File: src/rtl/kbd_pkg.sv
// Shared constants, event packing helper and fetch-state type for the keyboard event controller.
package kbd_pkg;

    localparam logic [7:0] KBD_PREFIX_EXT = 8'hE0;
    localparam logic [7:0] KBD_PREFIX_BRK = 8'hF0;
    localparam int         EVT_W          = 10;
    localparam int         EVT_BRK_BIT    = 9;
    localparam int         EVT_EXT_BIT    = 8;

    typedef enum logic [1:0] {
        ST_IDLE   = 2'd0,
        ST_FETCH  = 2'd1,
        ST_SETTLE = 2'd2
    } kbd_fetch_state_t;

    function automatic logic [EVT_W-1:0] kbd_make_evt(input logic brk, input logic ext,
                                                      input logic [7:0] code);
        logic [EVT_W-1:0] evt;
        evt              = '0;
        evt[EVT_BRK_BIT] = brk;
        evt[EVT_EXT_BIT] = ext;
        evt[7:0]         = code;
        return evt;
    endfunction

endpackage

File: src/rtl/kbd_evt_fifo.sv
// First-word-fall-through event FIFO with a registered head; a pop on a full FIFO
// frees room for a coincident push, a pop on an empty FIFO is ignored.
module kbd_evt_fifo
    import kbd_pkg::*;
#(
    parameter int DEPTH = 8,
    parameter int WIDTH = EVT_W
) (
    input  logic                   i_clk,
    input  logic                   i_rst,
    input  logic                   i_push,
    input  logic                   i_pop,
    input  logic [WIDTH-1:0]       i_data,
    output logic [WIDTH-1:0]       o_data,
    output logic [$clog2(DEPTH):0] o_count,
    output logic                   o_full,
    output logic                   o_empty
);
    localparam int AW = $clog2(DEPTH);
    localparam int CW = AW + 1;

    logic [WIDTH-1:0] r_mem [DEPTH];
    logic [AW-1:0]    r_rd_ptr;
    logic [AW-1:0]    r_wr_ptr;
    logic [CW-1:0]    r_count;
    logic [WIDTH-1:0] r_head;

    logic             w_push_eff;
    logic             w_pop_eff;
    logic [AW-1:0]    w_rd_next;
    logic [CW-1:0]    w_count_next;
    logic [WIDTH-1:0] w_head_next;

    // Effective push/pop, next read pointer, next count and the next head word.
    always_comb begin
        w_pop_eff  = i_pop && (r_count != {CW{1'b0}});
        w_push_eff = i_push && ((r_count != CW'(DEPTH)) || i_pop);
        w_rd_next  = w_pop_eff ? (r_rd_ptr + {{(AW-1){1'b0}}, 1'b1}) : r_rd_ptr;
        case ({w_push_eff, w_pop_eff})
            2'b10:   w_count_next = r_count + {{(CW-1){1'b0}}, 1'b1};
            2'b01:   w_count_next = r_count - {{(CW-1){1'b0}}, 1'b1};
            default: w_count_next = r_count;
        endcase
        // The incoming word becomes the head when it lands where the head will point.
        if (w_push_eff && (r_wr_ptr == w_rd_next)) begin
            w_head_next = i_data;
        end else begin
            w_head_next = r_mem[w_rd_next];
        end
    end

    // Storage array write port.
    always_ff @(posedge i_clk) begin
        if (w_push_eff) begin
            r_mem[r_wr_ptr] <= i_data;
        end
    end

    // Pointers, occupancy and registered head.
    always_ff @(posedge i_clk) begin
        if (!i_rst) begin
            r_rd_ptr <= '0;
            r_wr_ptr <= '0;
            r_count  <= '0;
            r_head   <= '0;
        end else begin
            if (w_push_eff) begin
                r_wr_ptr <= r_wr_ptr + {{(AW-1){1'b0}}, 1'b1};
            end
            r_rd_ptr <= w_rd_next;
            r_count  <= w_count_next;
            r_head   <= w_head_next;
        end
    end

    assign o_data  = r_head;
    assign o_count = r_count;
    assign o_full  = (r_count == CW'(DEPTH));
    assign o_empty = (r_count == {CW{1'b0}});

endmodule

File: src/rtl/kbd_event_ctrl.sv
// Drains PS/2 scancode bytes, folds E0/F0 prefixes into make/break events and queues them.
// Optional feature macro: KBD_TYPEMATIC_FILTER_EN (suppresses repeated makes of the held key).
module kbd_event_ctrl
    import kbd_pkg::*;
#(
    parameter int DEPTH = 8
) (
    input  logic                   i_clk,
    input  logic                   i_rst,
    input  logic                   i_kbd_ready,
    input  logic                   i_kbd_overflow,
    input  logic [7:0]             i_kbd_data,
    output logic                   o_kbd_read_enable,
    input  logic                   i_evt_pop,
    output logic                   o_evt_valid,
    output logic [EVT_W-1:0]       o_evt_data,
    output logic [$clog2(DEPTH):0] o_evt_count,
    input  logic                   i_status_clr,
    output logic                   o_hw_ovf,
    output logic                   o_fifo_ovf
);
    kbd_fetch_state_t r_state;
    logic             r_rd_en;
    logic             r_ext_f;
    logic             r_brk_f;
    logic             r_hw_ovf;
    logic             r_fifo_ovf;

    logic             w_capture;
    logic             w_is_ext;
    logic             w_is_brk;
    logic             w_complete;
    logic             w_filtered;
    logic             w_push;
    logic             w_drop;
    logic             w_full;
    logic             w_empty;
    logic [EVT_W-1:0] w_evt;

`ifdef KBD_TYPEMATIC_FILTER_EN
    logic             r_held;
    logic [8:0]       r_held_key;
`endif

    // Byte decode; the FETCH cycle is the capture cycle, so a completing byte pushes right away.
    always_comb begin
        w_capture  = (r_state == ST_FETCH);
        w_is_ext   = w_capture && (i_kbd_data == KBD_PREFIX_EXT);
        w_is_brk   = w_capture && (i_kbd_data == KBD_PREFIX_BRK);
        w_complete = w_capture && !w_is_ext && !w_is_brk;
        w_evt      = kbd_make_evt(r_brk_f, r_ext_f, i_kbd_data);
`ifdef KBD_TYPEMATIC_FILTER_EN
        w_filtered = !r_brk_f && r_held && (r_held_key == {r_ext_f, i_kbd_data});
`else
        w_filtered = 1'b0;
`endif
        w_push     = w_complete && !w_filtered;
        w_drop     = w_push && w_full && !i_evt_pop;
    end

    // Fetch sequencer: one read strobe, then a settle cycle so kbd_ready can refresh.
    always_ff @(posedge i_clk) begin
        if (!i_rst) begin
            r_state <= ST_IDLE;
            r_rd_en <= 1'b0;
        end else begin
            case (r_state)
                ST_IDLE: begin
                    if (i_kbd_ready) begin
                        r_state <= ST_FETCH;
                        r_rd_en <= 1'b1;
                    end else begin
                        r_rd_en <= 1'b0;
                    end
                end
                ST_FETCH: begin
                    r_state <= ST_SETTLE;
                    r_rd_en <= 1'b0;
                end
                ST_SETTLE: begin
                    r_state <= ST_IDLE;
                    r_rd_en <= 1'b0;
                end
                default: begin
                    r_state <= ST_IDLE;
                    r_rd_en <= 1'b0;
                end
            endcase
        end
    end

    // Prefix accumulation; flags clear on any completing byte, even if the event is dropped.
    always_ff @(posedge i_clk) begin
        if (!i_rst) begin
            r_ext_f <= 1'b0;
            r_brk_f <= 1'b0;
        end else if (w_complete) begin
            r_ext_f <= 1'b0;
            r_brk_f <= 1'b0;
        end else begin
            if (w_is_ext) r_ext_f <= 1'b1;
            if (w_is_brk) r_brk_f <= 1'b1;
        end
    end

`ifdef KBD_TYPEMATIC_FILTER_EN
    // Held-key tracking for typematic repeat suppression.
    always_ff @(posedge i_clk) begin
        if (!i_rst) begin
            r_held     <= 1'b0;
            r_held_key <= 9'h000;
        end else if (w_complete) begin
            if (!r_brk_f) begin
                r_held     <= 1'b1;
                r_held_key <= {r_ext_f, i_kbd_data};
            end else if (r_held_key == {r_ext_f, i_kbd_data}) begin
                r_held     <= 1'b0;
            end
        end
    end
`endif

    // Sticky status flags; a set condition beats a coincident clear.
    always_ff @(posedge i_clk) begin
        if (!i_rst) begin
            r_hw_ovf   <= 1'b0;
            r_fifo_ovf <= 1'b0;
        end else begin
            if (i_kbd_overflow)    r_hw_ovf <= 1'b1;
            else if (i_status_clr) r_hw_ovf <= 1'b0;
            if (w_drop)            r_fifo_ovf <= 1'b1;
            else if (i_status_clr) r_fifo_ovf <= 1'b0;
        end
    end

    kbd_evt_fifo #(
        .DEPTH (DEPTH),
        .WIDTH (EVT_W)
    ) u_fifo (
        .i_clk   (i_clk),
        .i_rst   (i_rst),
        .i_push  (w_push),
        .i_pop   (i_evt_pop),
        .i_data  (w_evt),
        .o_data  (o_evt_data),
        .o_count (o_evt_count),
        .o_full  (w_full),
        .o_empty (w_empty)
    );

    assign o_kbd_read_enable = r_rd_en;
    assign o_evt_valid       = !w_empty;
    assign o_hw_ovf          = r_hw_ovf;
    assign o_fifo_ovf        = r_fifo_ovf;

endmodule

File: config.mk
export PLATFORM = sky130hd
export DESIGN_NAME = kbd_event_ctrl
export DESIGN_NICKNAME = d
export VERILOG_FILES = /design/src/rtl/kbd_pkg.sv /design/src/rtl/kbd_evt_fifo.sv /design/src/rtl/kbd_event_ctrl.sv
export SDC_FILE = /design/constraint.sdc
export NUM_CORES = 1
export LEC_CHECK = 0
export CAP_MARGIN = 40
export CORE_ASPECT_RATIO = 2
export CORE_MARGIN = 3
export CORE_UTILIZATION = 30
export CTS_CLUSTER_DIAMETER = 80
export DETAILED_ROUTE_END_ITERATION = 10
export GPL_ROUTABILITY_DRIVEN = 0
export PLACE_DENSITY_LB_ADDON = 0.05
export SYNTH_ARGS = -nofsm -noshare
export SYNTH_HDL_FRONTEND = slang
export SYNTH_SLANG_ARGS = --single-unit
File: constraint.sdc
create_clock -name i_clk -period 4.9 [get_ports i_clk]
set_clock_uncertainty 0.2 [all_clocks]
set_input_delay 0.98 -clock i_clk [delete_from_list [all_inputs] [get_ports i_clk]]
set_output_delay 0.98 -clock i_clk [all_outputs]
set_load 0.05 [all_outputs]
==> metrics.md, run 1 <==
| Metric | Value |
|---|---|
| Status | completed |
| Number of remaining DRC errors | 0 |
| Post-synth EDFFs | 80 |
| Final setup fails | 0 |
| Largest net degree at the start of global routing | 42 |
| Worst Path Arrival | roughly 4.0 ns |
| Die Ht | roughly 190 microns |
| Type of origin of the critical path | primary input |
| Commonest cells post-synth | edfxtp_1, nand2_1, mux2i_1 |
| Hold/Removal Path Class | register to register |
| RSZ-0062 raised after global routing | false |
| CP startpoint | i_kbd_data[2] |
| Placed insts | about 620 |
| Asr flop ratio synth | 0% |
| Top cell type's share of synthesized area | approximately 47% |
| Tmin final | slightly below 4 ns |
| Port-buffer cells | 31 |
| Crit Path Max Fanout | 10 |
| Overflow after GRT | 0 |
| First-pass GRT wire length | between 20 and 25 mm |
| Setup TNS Final | 0 ns |
| Die area | around 19000 sq um |
| Int Power | roughly 0.0019 W |
| Sequential share of power | between 30% and 40% |
| Max-slew violation total from the final report | 0 |
| Comb pwr share | around two fifths |
| Clock latency on the worst-skew pair | 0.35 ns |
| Worst setup endpoint | u_fifo.o_count[3] |
| DPL Wire Length | 9.36 mm |
| # fillers | ~1.6k |
| Cell Count, Final, Fillers Out | 634 |
| Cell taking the most area after synthesis | edfxtp_1 |
| Clk pwr share | between 20% and 30% |
| Via density | 5.25 |
| Worst R2R Path Depth | 6 |
| Final Hold Fails | 0 |
| Die Wd | 97.8 microns |
| Synth unique cells | 39 |
| Seq. cell area | 2940 sq um |
| CTS tree | done |
| Pwr/cell area | between 500 and 600 nW/um^2 |
| Area contributors post-synth | edfxtp_1, dfxtp_1, mux4_2 |
| Starting Density | a little under a third |
| Slew margin rel. | 37.4% |
| Sequential fraction of the synthesis area | just under 60% |
| N_diodes | 0 |
| CP Class | primary input to register |
| Via Count | ~3.3k |
| Routed len/inst | between 20 and 25 microns |
| Vias in the first global route | approximately 3.4k |
| Primary FF master, synth | edfxtp_1 |
| DR iter-0 viols | 190 |
| Antenna violations before repair | 0 |
| Pleak | 1.98 nW |
| Least-Margin Pin Slew | 0.932 ns |
| Max-cap viol count | 0 |
| Multi-input gate area | 1970 sq um |
| H-tree depth | 3 |
| Routed wire length | about 13 mm |
| Reg-to-Reg Start | u_fifo.o_count[0] |
| Peak supply drop | roughly 0.23 mV |
| Worst reg2reg setup slack | 1.74 ns |
| Final #Nets | between 400 and 500 |
| Post-CTS sizing | 0 |
| Critical Path RT | between 4 and 5 ns |
| Post-CTS Setup Bufs | 0 |
| Num Clock Sinks | between 100 and 150 |
| Syn nets | between 400 and 500 |
| Gr usage total | between 10 and 15% |
| Syn Inst Count | roughly 390 |
| Sw Share | a little under two fifths |
| # rows | 66 |
| DP Area | about 5700 sq um |
| Worst setup EP type | register |
| Register bit count reported by yosys | between 100 and 150 |
| Design area | around 6000 sq um |
| Synthesized area per cell | 13.1 sq um |
| Area Overhead vs Synth | 18.7% |
| Cell Area, Synth | roughly 5100 sq um |
| Fin crit share | between 80% and 90% |
| Inserted Clock Buffers | 9 |
| Reg2reg end | u_fifo.o_data[4] |
| YS warnings | 0 |
| # IOs | 32 |
| Hold-fix buffers at CTS | 0 |
| Switching Power | between 0.001 and 0.0015 W |
| Core ar. | ~16000 sq um |
| Fin Hold WS | approximately 0.24 ns |
| Clock buffer depth | 2 |
| Antenna Nets Post-Route | 0 |
| Layout cells sized above 1 | 15.6% |
| Drt first pass iters | 4 |
| Top-count cell post-synth | edfxtp_1 |
| Worst-path clk slew | around 0.07 ns |
| CTS root buf | clkbuf_16 |
| Fmax | 255 MHz |
==> area by class of cell <==
class | instances | area share (%)
Clock inverter | 5 | 0.875
Multi-Input combinational cell | 242 | 32.8
Sequential cell | 107 | 49.0
Inverter | 7 | 0.438
Clock buffer | 11 | 4.04
Tap cell | 204 | 4.25
Timing Repair Buffer | 58 | 8.60
==> sequential cells by signal, summed over array words and instances (netlist names) <==
register,count
o_fifo_ovf,1
u_fifo.r_wr_ptr,3
o_kbd_read_enable,1
u_fifo.r_rd_ptr,3
u_fifo.o_count,4
r_brk_f,1
r_state,2
u_fifo.r_mem,80
o_hw_ovf,1
u_fifo.o_data,10
r_ext_f,1
==> through the flow <==
stage / setup WS, ns / util (%) / total power [W]
finish: 0.976 / 36.5 / 0.00309
global route: 0.718 / 36.5 / 0.00325
CTS: 0.950 / 36.5 / 0.00314
detailed placement: 0.598 / 34.7 / 0.00240
global placement: 0.670 / 34.7 / 0.00240
floorplan: 1.28 / - / 0.00201
==> cell usage in the layout (no fill, tap or decap), types with 8 or more instances in the layout <==
master	n
buf_4	26
clkbuf_16	9
a21oi_1	21
clkdlybuf4s50_1	31
a32oi_1	9
mux2i_1	34
a31oi_1	10
dfxtp_1	26
nand2_1	43
o41ai_1	11
edfxtp_1	80
nor3_1	8
nor2b_1	11
mux4_2	20
a211oi_1	10
a22o_1	9
nor2_1	15
==> critical path, stage by stage <==
cell	delay, ns
clkdlybuf4s50_1	0.57
nand4b_1	0.35
o41ai_1	0.55
nand2b_1	0.26
ha_1	0.28
nor4bb_1	0.29
a21oi_1	0.08
o21a_1	0.18
or3_1	0.31
a21oi_1	0.14
==> power by group through the flow <==
stage | Combinational, W | Sequential [W] | Clock (W)
final | 0.00128 | 0.00108 | 0.000727
after floorplan | 0.000748 | 0.00127 | 0
after global routing | 0.00138 | 0.00109 | 0.000784
after global placement | 0.00129 | 0.00110 | 0
after CTS | 0.00130 | 0.00108 | 0.000753
after detailed placement | 0.00130 | 0.00111 | 0
==> cells by family (layout without fill, tap and decap cells) <==
family	count (synthesis)	in the layout	share of synthesized area (%)
flip-flops	107	107	58.2
buffers and inverters	38	81	3.07
multiplexers	54	54	15.6
adder cells (fa/ha/maj)	5	5	1.24
AO/OA/AOI/OAI	76	76	10.9
AND/OR/NAND/NOR	98	98	9.45
XOR/XNOR	9	9	1.56
==> per-layer routing <==
| layer | up-vias | wire length (microns) | GRT usage, % |
|---|---|---|---|
| met1 | 1674 | 5250 | 16.9 |
| met2 | 68 | 7370 | 27.7 |
| met4 | 0 | 210 | 5.44 |
| met5 | - | 0 | 0 |
| li1 | 1573 | - | - |
| met3 | 13 | 432 | 1.61 |
==> worst min path at each step <==
stage                     from                end  slack [ns]  cells past startpoint
floorplan           r_state[0]  o_kbd_read_enable        0.21                      1
global placement    r_state[0]         r_state[0]        0.23                      1
detailed placement  r_state[0]         r_state[0]        0.24                      1
CTS                 r_state[0]         r_state[0]        0.24                      1
global route        r_state[0]         r_state[0]        0.26                      1
finish              r_state[0]         r_state[0]        0.24                      1
No activity file was read; power rests on OpenSTA's default activity.
==> run 2: changes to the inputs <==
Clock period 4.9 ns to 3.5 ns, I/O delays scaled along.
==> run 2 against run 1 <==
Critical endpoint is now u_fifo.o_count[2]. Wire length shrank 0.19%. Die area is the same. Cell count rose by 1.9%. Via count about the same. Critical path depth grew 1. Worst setup slack worse by 0.66 ns. Non-clock buffer count up 12. Largest cell class unchanged. Combinational power grew 45%. Design area rose by 2.3%. Sequential share of layout area decreased by 1.1 points. Flip-flop and latch count is the same.
==> metrics.md, run 2 (same netlist as run 1, synthesis figures left out) <==
| Metric | Value |
|---|---|
| WP depth | 11 (+1) |
| Tmin final | between 3 and 4 ns |
| Max FFs per register | 80 (unchanged) |
| Drt first pass iters | 4 (unchanged) |
| Area Overhead vs Synth | 21.4% |
| CP Class | primary input to register |
| Die Wd | 97.8 microns (unchanged) |
| Pleak | 2.06 nW (+3.7%) |
| Post-CTS sizing | 0 (unchanged) |
| Most common cell after layout, fill and taps aside | edfxtp_1 |
| Fin crit share | between 90% and 100% |
| Final setup fails | 0 (unchanged) |
| # IOs | 32 (unchanged) |
| Reg-to-Reg Start | u_fifo.o_count[0] |
| Status | completed |
| Least-Margin Pin Slew | 0.647 ns (-0.285 ns) |
| Antenna Nets Post-Route | 0 (unchanged) |
| CP max-delay cell | clkdlybuf4s50_1 |
| Final Hold Fails | 0 (unchanged) |
| Overflow after GRT | 0 (unchanged) |
| Largest net degree at the start of global routing | 42 (unchanged) |
| Starting Density | 30.8% (unchanged) |
| Slew margin rel. | 56.9% (+19 points) |
| Crit Path Max Fanout | 3 (-7) |
| Worst setup EP type | register |
| Worst setup endpoint | u_fifo.o_count[2] |
| CTS tree | done |
| Fin Hold WS | 0.237 ns (-0.00530 ns) |
| CP startpoint | i_kbd_data[2] |
| Delay-heaviest family, CP | simple AND/OR/NAND/NOR gates |
| CP Cell Sequence | clkdlybuf4s50_1, nand4b_1, o41ai_1, nand2b_1, ha_1, xor2_1, ha_1, a21oi_1, xor2_1, or3_1, a21oi_1 |
| Core ar. | 16400 sq um (unchanged) |
| # rows | 66 (unchanged) |
| Critical Path RT | 3.57 ns (-1.41 ns) |
| Peak supply drop | 0.329 mV (+44%) |
| Routed wire length | 13.2 mm (-0.19%) |
| Via density | 5.15 (-1.8%) |
| CP bufs+invs | 1 (unchanged) |
| Clock buffer depth | 2 (unchanged) |
| Routed len/inst | 20.5 microns (-2.0%) |
| CTS root buf | clkbuf_16 |
| Post-CTS Setup Bufs | 0 (unchanged) |
| Worst Path Arrival | 3.26 ns (-0.74 ns) |
| Fmax | about 310 MHz |
| Worst Setup Slack, final | 0.315 ns (-0.661 ns) |
| Num Clock Sinks | 107 (unchanged) |
| Worst-path clk slew | 0.07 ns (about the same) |
| Pwr/cell area | 728 nW/um^2 (+42%) |
| Inserted Clock Buffers | 9 (unchanged) |
| Reg2reg end | u_fifo.o_data[4] |
| Final #Nets | 456 (+2.7%) |
| DPL Wire Length | 9.45 mm (+0.99%) |
| Die area | 18600 sq um (unchanged) |
| H-tree depth | 3 (unchanged) |
| Worst reg2reg setup slack | 0.73 ns (-1.01 ns) |
| RSZ-0062 raised after global routing | false |
| DR iter-0 viols | 163 (-14%) |
| Clock latency on the worst-skew pair | 0.35 ns (about the same) |
| Hold-fix buffers at CTS | 0 (unchanged) |
| Reg with most FFs | u_fifo.r_mem |
| Hold wc startpoint | r_state[0] |
| First-pass GRT wire length | 20.8 mm (+1.0%) |
| Hold/Removal Path Class | register to register |
| Via Count | 3330 (+0.060%) |
| Antenna violations before repair | 0 (unchanged) |
| Vias in the first global route | 3604 (+5.2%) |
| Gr usage total | 14.8% (+0.071 points) |
| Die Ht | 190 microns (unchanged) |
| Largest stage delay, worst path | 0.43 ns (-0.14 ns) |
| Type of origin of the critical path | primary input |
| Max-slew violation total from the final report | 0 (unchanged) |
| # fillers | 1611 (+1.6%) |
| Max-cap viol count | 0 (unchanged) |
| Most frequent cells in the layout | edfxtp_1, nand2_1, buf_4, mux2i_1, clkdlybuf4s50_1 |
| Number of remaining DRC errors | 0 (unchanged) |
| Layout cells sized above 1 | 17.9% (+2.3 points) |
| Dpl ws | -0.0267 ns (-0.625 ns) |
| N_diodes | 0 (unchanged) |
| Port-buffer cells | 31 (unchanged) |
| Worst R2R Path Depth | 8 (+2) |
run 2: where the power goes:
group | total, W | switching (W) | internal, W
registers | 0.00152 | 0.0000657 | 0.00145
clock network | 0.00111 | 0.000437 | 0.000670
logic | 0.00185 | 0.00110 | 0.000744
total | 0.00447 | 0.00161 | 0.00287
run 2: per-stage QoR:
stage / cell area [sq um] / total power (W) / instances / utilization [%] / setup TNS (ns)
global placement: 5800 / 0.00343 / 629 / 35.3 / -0.00793
detailed placement: 5810 / 0.00344 / 630 / 35.4 / -0.0451
floorplan: 5060 / 0.00282 / 387 / - / 0
global route: 6140 / 0.00471 / 646 / 37.4 / 0
CTS: 6140 / 0.00456 / 646 / 37.4 / 0
finish: 6140 / 0.00447 / 646 / 37.4 / 0
run 2: worst min path at each step:
| stage | end | depth (start not counted) |
|---|---|---|
| 2_1_floorplan | o_kbd_read_enable | 1 |
| 3_3_place_gp | r_state[0] | 1 |
| 3_5_place_dp | r_state[0] | 1 |
| 4_1_cts | r_state[0] | 1 |
| 5_1_grt | r_state[0] | 1 |
| 6_report | r_state[0] | 1 |
run 2: layout make-up:
class | count | area (sq um) | area share [%]
clock buffers | 12 | 258 | 4.20
well taps | 204 | 255 | 4.15
clock inverters | 4 | 72.6 | 1.18
flip-flops and latches | 107 | 2940 | 47.9
multi-input cells | 242 | 1970 | 32.0
inverters | 7 | 26.3 | 0.428
repair buffers | 70 | 619 | 10.1
run 2: routing by layer:
layer / vias to the layer above / global-route usage [%] / wire, microns
met5: - / 0 / 0
met4: 0 / 5.44 / 217
met3: 9 / 1.72 / 190
met2: 33 / 28.6 / 7540
met1: 1689 / 16.3 / 5290
li1: 1599 / - / -
==> run 3: changes to the inputs <==
Settings changed: CORE_UTILIZATION 30 to 53, HOLD_SLACK_MARGIN from default to 0.02, PLACE_DENSITY from default to 0.82, PLACE_DENSITY_LB_ADDON 0.05 to default.
==> run 3 against run 2 <==
Global-route usage is 7.5 points higher. Wire length down 17%. Register-to-register slack got worse by 0.33 ns. Worst setup slack got worse by 0.041 ns. Sequential power hardly changed. Via count rose by 3.4%. Sequential share of layout area is 1.9 points higher. First-iteration DRC count grew 92%. Hold slack improved by 0.0012 ns. Clock-buffer cell count shrank 3. Maximum frequency shrank 1.3%. Die area shrank 42%.
==> metrics.md, run 3 (same netlist as run 1, synthesis figures left out) <==
| Metric | Value |
|---|---|
| Status | completed |
| Worst-path clk slew | 0.07 ns (about the same) |
| Vias in the first global route | 3489 (-3.2%) |
| Routed wire length | 10.9 mm (-17%) |
| Gr usage total | 22.3% (+7.5 points) |
| # IOs | 32 (unchanged) |
| Layout cells sized above 1 | 16.2% (-1.7 points) |
| Max FFs per register | 80 (unchanged) |
| Reg-to-Reg Start | u_fifo.o_count[0] |
| Worst Path Arrival | 3.30 ns (+0.04 ns) |
| H-tree depth | 3 (unchanged) |
| Least-Margin Pin Slew | 0.926 ns (+0.279 ns) |
| Inserted Clock Buffers | 9 (unchanged) |
| Port-buffer cells | 31 (unchanged) |
| Max-slew violation total from the final report | 0 (unchanged) |
| Final Util | 64.7% (+27 points) |
| Pleak | 2.00 nW (-2.7%) |
| Antenna violations before repair | 0 (unchanged) |
| Hold-fix buffers at CTS | 0 (unchanged) |
| CP max-delay cell | clkdlybuf4s50_1 |
| Most frequent cells in the layout | edfxtp_1, nand2_1, mux2i_1, clkdlybuf4s50_1, buf_4 |
| Final setup fails | 0 (unchanged) |
| CTS root buf | clkbuf_16 |
| Antenna Nets Post-Route | 0 (unchanged) |
| Drt first pass iters | 5 (+1) |
| Post-CTS sizing | 0 (unchanged) |
| Clk pwr share | 24.6% (about the same) |
| Met3 WL post-DR | 462 microns (+140%) |
| Clock latency on the worst-skew pair | 0.34 ns (about the same) |
| N_diodes | 0 (unchanged) |
| Metal-1 WL | 3.97 mm (-25%) |
| Crit Path Max Fanout | 4 (+1) |
| Reg with most FFs | u_fifo.r_mem |
| RSZ-0062 raised after global routing | false |
| Clock buffer depth | 2 (unchanged) |
| Worst setup EP type | register |
| Overflow after GRT | 0 (unchanged) |
| Fin crit share | 92.2% (+1.2 points) |
| Pwr/cell area | 730 nW/um^2 (+0.27%) |
| Number of remaining DRC errors | 0 (unchanged) |
| CTS tree | done |
| DR iter-0 viols | 313 (+92%) |
| Via Count | 3443 (+3.4%) |
| Top Metal Used | met4 |
| Int Power | 0.00278 W (-3.1%) |
| Post-CTS Setup Bufs | 0 (unchanged) |
| Most common cell after layout, fill and taps aside | edfxtp_1 |
| # rows | 49 (-26%) |
| Switching Power | 0.00154 W (-4.3%) |
| Hold/Removal Path Class | register to register |
| Largest stage delay, worst path | 0.43 ns (about the same) |
| Type of origin of the critical path | primary input |
| Final #Nets | 446 (-2.2%) |
| Final Total Pwr | 0.00432 W (-3.5%) |
| DPL Wire Length | 7.48 mm (-21%) |
| Sequential share of power | 35.4% (+1.4 points) |
| Fmax | 310 MHz (-1.3%) |
| Starting Density | 55.4% (+25 points) |
| Core ar. | 9140 sq um (-44%) |
| Tmin final | 3.23 ns (+0.0405 ns) |
| Via density | 6.45 (+25%) |
| Placed insts | 518 (-18%) |
| CP Class | primary input to register |
| First-pass GRT wire length | 17.7 mm (-15%) |
| CP Cell Sequence | clkdlybuf4s50_1, nand4b_1, o41ai_1, buf_4, nand2b_1, ha_1, xor2_1, ha_1, a21oi_1, xor2_1, or3_1, a21oi_1 |
| Num Clock Sinks | 107 (unchanged) |
| CP bufs+invs | 2 (+1) |
| Setup TNS Final | 0 ns (unchanged) |
| Slew margin rel. | 38.1% (-19 points) |
| Largest net degree at the start of global routing | 31 (-26%) |
| CP startpoint | i_kbd_data[2] |
| Critical Path RT | 3.57 ns (about the same) |
| Final Hold Fails | 0 (unchanged) |
| Sw Share | 35.6% (-0.27 points) |
| Cell Count, Final, Fillers Out | 534 (-17%) |
| Delay-heaviest family, CP | simple AND/OR/NAND/NOR gates |
| Routed len/inst | 20.5 microns (about the same) |
| Hold wc startpoint | r_state[0] |
| Area Overhead vs Synth | 16.8% |
| Wire length on met2 | 6.22 mm (-18%) |
| Peak supply drop | 0.403 mV (+22%) |
| Die Ht | 144 microns (-24%) |
| Max-cap viol count | 0 (unchanged) |
| Die Wd | 75.1 microns (-23%) |
| Comb pwr share | 40.0% (-1.3 points) |
| Die area | 10800 sq um (-42%) |
| # fillers | 648 (-60%) |
## run 3: layout make-up
type / count / area (sq um) / area share (%)
Clock buffer: 9 / 225 / 3.81
Clock inverter: 7 / 91.3 / 1.55
Inverter: 7 / 26.3 / 0.445
Multi-Input combinational cell: 242 / 1970 / 33.3
Sequential cell: 107 / 2940 / 49.8
Tap cell: 102 / 128 / 2.16
Timing Repair Buffer: 60 / 528 / 8.93
## run 3: power groups by stage
stage               sequential, W  combinational (W)  clock [W]
floorplan                 0.00177            0.00105          0
global placement          0.00155            0.00169          0
detailed placement        0.00156            0.00172          0
CTS                       0.00153            0.00174    0.00108
global route              0.00154            0.00187    0.00113
finish                    0.00153            0.00173    0.00106
## run 3: worst paths after layout
kind | to | slack [ns] | depth (start not counted)
worst max-delay path | u_fifo.o_count[2] | 0.27 | 12
worst min-delay path | r_state[0] | 0.24 | 1
worst max register to register | u_fifo.o_count[2] | 0.40 | 9
worst min register to register | r_state[0] | 0.24 | 1
## run 3: routing by layer
layer | global-route usage (%) | up-vias
met4 | 9.66 | 0
met2 | 39.4 | 113
met1 | 25.7 | 1725
met5 | 0 | -
met3 | 3.90 | 27
li1 | - | 1578
## run 3: through the flow
step | hold WS [ns] | area, sq um | worst slack (ns)
after floorplan | 0.211 | 5060 | 0.155
after global placement | 0.221 | 5590 | 0.0986
after detailed placement | 0.229 | 5590 | -0.0833
after CTS | 0.239 | 5910 | 0.294
after global routing | 0.261 | 5910 | 0.104
final | 0.238 | 5910 | 0.275
